File: config.mk
export PLATFORM = sky130hd
export DESIGN_NAME = dff_pipe_chain_flat
export DESIGN_NICKNAME = d
export VERILOG_FILES = /design/src/rtl/dff_pipe_chain_pkg.sv /design/src/rtl/dff_pipe_chain_if.sv /design/src/rtl/dff_pipe_chain_stage.sv /design/src/rtl/dff_pipe_chain.sv /design/src/flat_wrapper.sv
export SDC_FILE = /design/constraint.sdc
export NUM_CORES = 1
export LEC_CHECK = 0
export ABC_CLOCK_PERIOD_IN_PS = 5800
export BUFFER_PORTS_ARGS = -buffer_cell sky130_fd_sc_hd__buf_4
export CORE_MARGIN = 4
export CORE_UTILIZATION = 32
export DETAILED_ROUTE_END_ITERATION = 10
export SLEW_MARGIN = 40
export SYNTH_ARGS = -nofsm -noshare
export SYNTH_HDL_FRONTEND = slang
export SYNTH_SLANG_ARGS = --single-unit
File: constraint.sdc
create_clock -name clk -period 5.8 [get_ports clk]
set_input_delay 0.87 -clock clk [delete_from_list [all_inputs] [get_ports clk]]
set_output_delay 0.87 -clock clk [all_outputs]
set_load 0.01 [all_outputs]
File: src/rtl/dff_pipe_chain_pkg.sv
// dff_pipe_chain_pkg: shared sizing helper for the pipe chain
package dff_pipe_chain_pkg;
    function automatic int cnt_w(input int depth);
        return (depth < 1) ? 1 : $clog2(depth + 1);
    endfunction
endpackage

File: src/rtl/dff_pipe_chain_if.sv
// dff_pipe_chain_if: valid/ready/data stream bundle
interface dff_pipe_chain_if #(parameter int WIDTH = 8);
    logic             valid;
    logic             ready;
    logic [WIDTH-1:0] data;
    modport master (output valid, output data, input ready);
    modport slave  (input valid, input data, output ready);
endinterface

File: src/rtl/dff_pipe_chain_stage.sv
// dff_pipe_stage: one valid-tagged register slot of the chain
module dff_pipe_stage #(
    parameter int             WIDTH     = 8,
    parameter logic [WIDTH-1:0] RESET_VAL = '0
) (
    input  logic             clk,
    input  logic             rst,
    input  logic             flush,
    input  logic             adv,
    input  logic             prev_v,
    input  logic [WIDTH-1:0] prev_d,
    output logic             v,
    output logic [WIDTH-1:0] d
);
    always_ff @(posedge clk) begin
        if (rst) begin
            v <= 1'b0;
            d <= RESET_VAL;
        end else begin
            if (flush) v <= 1'b0;
            else if (adv) v <= prev_v;
            // data only moves with a real word, so bubbles never toggle it
            if (adv && prev_v && !flush) d <= prev_d;
        end
    end
endmodule

File: src/rtl/dff_pipe_chain.sv
// dff_pipe_chain: back-pressurable fixed-latency register chain with bubble collapse
module dff_pipe_chain
    import dff_pipe_chain_pkg::*;
#(
    parameter int               WIDTH     = 8,
    parameter int               DEPTH     = 4,
    parameter logic [WIDTH-1:0] RESET_VAL = '0,
    localparam int              CW        = cnt_w(DEPTH)
) (
    input  logic                   clk,
    input  logic                   rst,
    input  logic                   flush,
    dff_pipe_chain_if.slave        up,
    dff_pipe_chain_if.master       dn,
    output logic [CW-1:0]          occupancy
);
    logic [DEPTH:0]   w_v;
    logic [WIDTH-1:0] w_d [DEPTH+1];
    logic [DEPTH-1:0] w_adv;
    logic             w_in;
    logic             w_out;
    logic [CW-1:0]    r_occ;
    assign w_v[0] = up.valid;
    assign w_d[0] = up.data;
    genvar i;
    generate
        for (i = 0; i < DEPTH; i++) begin : g_stage
            // a stage advances when the output drains or any slot at or after it is empty
            assign w_adv[i] = dn.ready | ~(&w_v[DEPTH:i+1]);
            dff_pipe_stage #(.WIDTH(WIDTH), .RESET_VAL(RESET_VAL)) u_stage (
                .clk    (clk),
                .rst    (rst),
                .flush  (flush),
                .adv    (w_adv[i]),
                .prev_v (w_v[i]),
                .prev_d (w_d[i]),
                .v      (w_v[i+1]),
                .d      (w_d[i+1])
            );
        end
    endgenerate
    assign up.ready  = w_adv[0];
    assign dn.valid  = w_v[DEPTH];
    assign dn.data   = w_d[DEPTH];
    assign w_in      = up.valid & w_adv[0];
    assign w_out     = w_v[DEPTH] & dn.ready;
    assign occupancy = r_occ;
    always_ff @(posedge clk) begin
        if (rst || flush) r_occ <= '0;
        else r_occ <= r_occ + CW'(w_in) - CW'(w_out);
    end
endmodule

File: src/flat_wrapper.sv
// flat-port wrapper written by rule: the top's interface ports become plain ports
module dff_pipe_chain_flat import dff_pipe_chain_pkg::*;
#(
    parameter int               WIDTH     = 8,
    parameter int               DEPTH     = 4,
    parameter logic [WIDTH-1:0] RESET_VAL = '0,
    localparam int              CW        = cnt_w(DEPTH)
)
  (clk, rst, flush, occupancy, up_valid, up_data, up_ready, dn_valid, dn_data, dn_ready);
  dff_pipe_chain_if #(.WIDTH(WIDTH)) up_i ();
  dff_pipe_chain_if #(.WIDTH(WIDTH)) dn_i ();
  input  logic clk;
  input  logic rst;
  input  logic flush;
  output logic [CW-1:0] occupancy;
  input wire logic [$bits(up_i.valid)-1:0] up_valid;
  input wire logic [$bits(up_i.data)-1:0] up_data;
  output wire logic [$bits(up_i.ready)-1:0] up_ready;
  output wire logic [$bits(dn_i.valid)-1:0] dn_valid;
  output wire logic [$bits(dn_i.data)-1:0] dn_data;
  input wire logic [$bits(dn_i.ready)-1:0] dn_ready;
  assign up_i.valid = up_valid;
  assign up_i.data = up_data;
  assign up_ready = up_i.ready;
  assign dn_valid = dn_i.valid;
  assign dn_data = dn_i.data;
  assign dn_i.ready = dn_ready;
  dff_pipe_chain #(.WIDTH(WIDTH), .DEPTH(DEPTH), .RESET_VAL(RESET_VAL)) u_core (.clk(clk), .rst(rst), .flush(flush), .up(up_i), .dn(dn_i), .occupancy(occupancy));
endmodule
==> results_tabular.tex <==
\begin{tabular}{lr}
\hline
Metric & Value \\
\hline
\multicolumn{2}{l}{\textbf{Cells and area}} \\
\quad Area overhead of the layout relative to synthesis & 20.8\% \\
\quad Area of all placed cells without fillers & roughly 2000 sq um \\
\quad Commonest non-fill, non-tap cell in the layout & sky130\_fd\_sc\_hd\_\_dfxtp\_1 \\
\quad Highest-count cells in the layout ignoring fill and taps & sky130\_fd\_sc\_hd\_\_dfxtp\_1, sky130\_fd\_sc\_hd\_\_a21oi\_1, sky130\_fd\_sc\_hd\_\_buf\_4, sky130\_fd\_sc\_hd\_\_nand3\_1, sky130\_fd\_sc\_hd\_\_nand2b\_1 \\
\quad Number of antenna repair diodes & 0 \\
\quad Fraction of final layout cells with drive strength greater than 1 & between 15 and 20\% \\
\quad Post-layout net count & approximately 220 \\
\multicolumn{2}{l}{\textbf{Pwr}} \\
\quad Worst supply voltage drop on vdd & about 120 uV \\
\quad Internal Dissipation & 0.458 mW \\
\quad Share of total power consumed by net switching & between 10\% and 20\% \\
\quad Power share of the clock group & about 47\% \\
\quad Pwr per Cell Area & 285 nW/um\^{}2 \\
\quad Power share of the sequential group & $\sim$49\% \\
\quad Combinational share of power & roughly 4.8\% \\
\quad Reported leakage power & around 0.71 nW \\
\quad Net Switching & about 0.11 mW \\
\multicolumn{2}{l}{\textbf{Place}} \\
\quad Placement Setup Slack & 3.00 ns \\
\quad Post-DP HPWL & 2.14 mm \\
\quad Routability cong. & 0.706 \\
\quad PortBufs & 25 \\
\quad Instance area at placement & 1850 sq um \\
\multicolumn{2}{l}{\textbf{Floorplan}} \\
\quad I/O pin count & 26 \\
\quad Area of the core region & 4850 sq um \\
\quad Die width & $\sim$80 um \\
\quad Die H & between 70 and 80 um \\
\quad Count of standard-cell rows & 25 \\
\quad Initial core utilization & between 30\% and 40\% \\
\quad Total Die Area & approximately 6300 sq um \\
\multicolumn{2}{l}{\textbf{Logic synthesis}} \\
\quad Top cells by area, synth & sky130\_fd\_sc\_hd\_\_dfxtp\_1, sky130\_fd\_sc\_hd\_\_nand2b\_1, sky130\_fd\_sc\_hd\_\_a21oi\_1 \\
\quad Count of state elements after synthesis & 39 \\
\quad Synth top area share & roughly 48\% \\
\quad Mean post-synth cell area & approximately 9 sq um \\
\quad Number of distinct library cells after synthesis & 27 \\
\quad Ys Warns & 0 \\
\quad Cell type contributing the most total cell area after synthesis & sky130\_fd\_sc\_hd\_\_dfxtp\_1 \\
\quad Number of standard cells after synthesis & 183 \\
\quad Netlist area before placement & around 1600 sq um \\
\quad Post-Synthesis Net Count & between 150 and 200 \\
\quad Sequential fraction of the synthesis area & approximately 48\% \\
\multicolumn{2}{l}{\textbf{STA}} \\
\quad Max Slew Vio Count & 0 \\
\quad Maximum clock rate & between 300 and 400 MHz \\
\quad Crit path time final & $\sim$2.5 ns \\
\quad Final clock period utilization by the worst path & a little over two fifths \\
\quad Minimum setup slack in the final design & between 3 and 4 ns \\
\quad Headroom to the max-slew limit & $\sim$66\% \\
\quad Worst Clk Skew & roughly 0.0051 ns \\
\quad Final setup fails & 0 \\
\quad Actual slew at the worst max-slew pin & slightly above 0.5 ns \\
\quad Final total negative setup slack & 0 ns \\
\quad Unrepaired setup endpoints after global routing & false \\
\quad Final hold vios & 0 \\
\multicolumn{2}{l}{\textbf{Route}} \\
\quad Sum of routed wire length over all layers & approximately 3.0 mm \\
\quad DRC marker count from the first detailed-route iteration & around 70 \\
\quad Number of DRC violations after detailed routing & 0 \\
\quad Total vias in the final route & 1261 \\
\quad Detail-routed via count per cell & 4.67 \\
\quad Pre-Repair DR Iteration Count & 4 \\
\quad Routed wire per std cell & around 11 um \\
\quad Count of antenna-violating nets left after detailed routing & 0 \\
\multicolumn{2}{l}{\textbf{Worst setup path}} \\
\quad Data arrival at the endpoint of the critical path & between 1.5 and 2 ns \\
\quad Register-to-register setup slack & approximately 3.6 ns \\
\quad Crit Path Max Fanout & 12 \\
\quad Reg2Reg Launch Point & u\_core.g\_stage[3].u\_stage.v \\
\quad Capturing element type of the critical path & output pin \\
\quad WP data required & between 4 and 5 ns \\
\quad Critical path launch point type & input port \\
\quad Endpoint of the most critical register-to-register path & u\_core.occupancy[2] \\
\quad Launching element of the worst setup path & dn\_ready \\
\quad Worst Reg2Reg Path Length in Cells & 8 \\
\quad Start-to-end type of the worst setup path & input port to output pin \\
\multicolumn{2}{l}{\textbf{Global routing}} \\
\quad Routing usage on met3 & 3.16\% \\
\quad Global routing usage summed across all routing layers & between 10\% and 20\% \\
\quad Vias in the first global route & 1181 \\
\quad Number of antenna violations at the first check in global routing & 0 \\
\quad Largest net degree at the start of global routing & 44 \\
\quad Global-route met2 utilization & roughly 16\% \\
\quad Global-route wire length before repair & $\sim$5.4 mm \\
\quad Most used routing layer in global routing & met2 \\
\quad Overall overflow remaining after global route & 0 \\
\quad Fraction of met1 tracks used by global routing & 14.2\% \\
\multicolumn{2}{l}{\textbf{CTS}} \\
\quad TritonCTS clock tree & done \\
\quad CTS sink cnt & 39 \\
\quad Number of buffers between clock root and the deepest sink & 2 \\
\quad Setup Fix Bufs, Post-CTS & 0 \\
\quad Clock latency of the later-clocked register in the worst-skew pair & just under 0.3 ns \\
\quad Post-cts resize count & 0 \\
\quad Worst-path clk slew & 0.07 ns \\
\quad H-tree Lvls & 2 \\
\quad Hold buffers post-CTS & 0 \\
\quad CTS Root Buffer Type & sky130\_fd\_sc\_hd\_\_clkbuf\_8 \\
\quad Clock buffers created by TritonCTS & 5 \\
\multicolumn{2}{l}{\textbf{Flow run}} \\
\quad Max-capacitance violation count & 0 \\
\multicolumn{2}{l}{\textbf{Worst hold path}} \\
\quad Hold WC Path Type & register to register \\
\quad Hold-critical path endpoint & u\_core.g\_stage[1].u\_stage.d[3] \\
\quad Worst hold path startpoint & u\_core.g\_stage[0].u\_stage.d[3] \\
\quad Hold Path Depth & 2 \\
\multicolumn{2}{l}{\textbf{Status}} \\
\quad Run status & finished, final reports clean \\
\hline
\end{tabular}
## sequential cells by signal (all words and copies together) (netlist names)
name / flops
u_core.g_stage.u_stage.d: 32
u_core.g_stage.u_stage.v: 4
u_core.occupancy: 3
## synthesized netlist by cell type
cell type                   n
sky130_fd_sc_hd__a21oi_1   25
sky130_fd_sc_hd__a21oi_4    1
sky130_fd_sc_hd__and2_1     4
sky130_fd_sc_hd__and3b_1    1
sky130_fd_sc_hd__and4b_4    1
sky130_fd_sc_hd__buf_1      2
sky130_fd_sc_hd__buf_2      2
sky130_fd_sc_hd__buf_4      1
sky130_fd_sc_hd__buf_6      1
sky130_fd_sc_hd__clkbuf_1   7
sky130_fd_sc_hd__dfxtp_1   39
sky130_fd_sc_hd__fa_1       1
sky130_fd_sc_hd__ha_1       2
sky130_fd_sc_hd__inv_1      4
sky130_fd_sc_hd__mux2i_1    8
sky130_fd_sc_hd__nand2_1    1
sky130_fd_sc_hd__nand2b_1  21
sky130_fd_sc_hd__nand3_1   24
sky130_fd_sc_hd__nand3b_1   1
sky130_fd_sc_hd__nand4b_1   1
sky130_fd_sc_hd__nor2_1     1
sky130_fd_sc_hd__nor2b_1    4
sky130_fd_sc_hd__nor3_1     2
sky130_fd_sc_hd__o21a_1     3
sky130_fd_sc_hd__o21ai_0   16
sky130_fd_sc_hd__o21ai_1    8
sky130_fd_sc_hd__xnor2_1    2
## power groups by stage
stage | registers [mW] | clock network (mW) | logic [mW]
floorplan | 0.280 | 0 | 0.0172
global placement | 0.281 | 0 | 0.0275
detailed placement | 0.281 | 0 | 0.0275
CTS | 0.275 | 0.272 | 0.0276
global route | 0.275 | 0.283 | 0.0308
finish | 0.275 | 0.263 | 0.0270
## per-stage QoR
stage | power, mW | instances | utilization, % | hold slack [ns]
after floorplan | 0.298 | 183 | - | 0.440
after global placement | 0.308 | 262 | 38.2 | 0.456
after detailed placement | 0.308 | 262 | 38.2 | 0.455
after CTS | 0.574 | 270 | 40.9 | 0.467
after global routing | 0.589 | 270 | 40.9 | 0.478
final | 0.565 | 270 | 40.9 | 0.465
## metal layers
| layer | part of all wire (%) | wire, um | vias to the layer above |
|---|---|---|---|
| li1 | - | - | 671 |
| met4 | 1.5 | 46 | 0 |
| met5 | 0 | 0 | - |
| met2 | 42 | 1280 | 24 |
| met3 | 5.2 | 156 | 5 |
| met1 | 51 | 1540 | 561 |
## kinds of logic after synthesis
group           count (synthesis)  synth area share, %
fa+ha+maj                       3                 2.74
compound gates                 53                 17.3
simple gates                   61                 21.8
mux                             8                 4.87
xor+xnor                        2                 1.07
flops                          39                 47.5
buf+inv                        17                 4.72
## critical path, stage by stage
cell	delay [ns]
sky130_fd_sc_hd__buf_4	0.13
sky130_fd_sc_hd__and4b_4	0.43
sky130_fd_sc_hd__nand2_1	0.09
sky130_fd_sc_hd__buf_4	0.16
## worst max path at each step
stage,to,slack [ns],cells after the start
2_1_floorplan,u_core.occupancy[2],3.28,8
3_3_place_gp,u_core.occupancy[2],3.04,9
3_5_place_dp,u_core.occupancy[2],3.00,9
4_1_cts,up_ready,3.24,4
5_1_grt,u_core.occupancy[2],3.16,9
6_report,up_ready,3.25,4
## layout make-up
class	count	area, sq um
Fill cell	503	2860
Clock buffer	6	72.6
Timing Repair Buffer	25	188
Clock inverter	2	60.1
Multi-Input combinational cell	127	785
Tap cell	67	83.8
Sequential cell	39	781
Inverter	4	15.0
No activity file was read; power rests on OpenSTA's default activity.
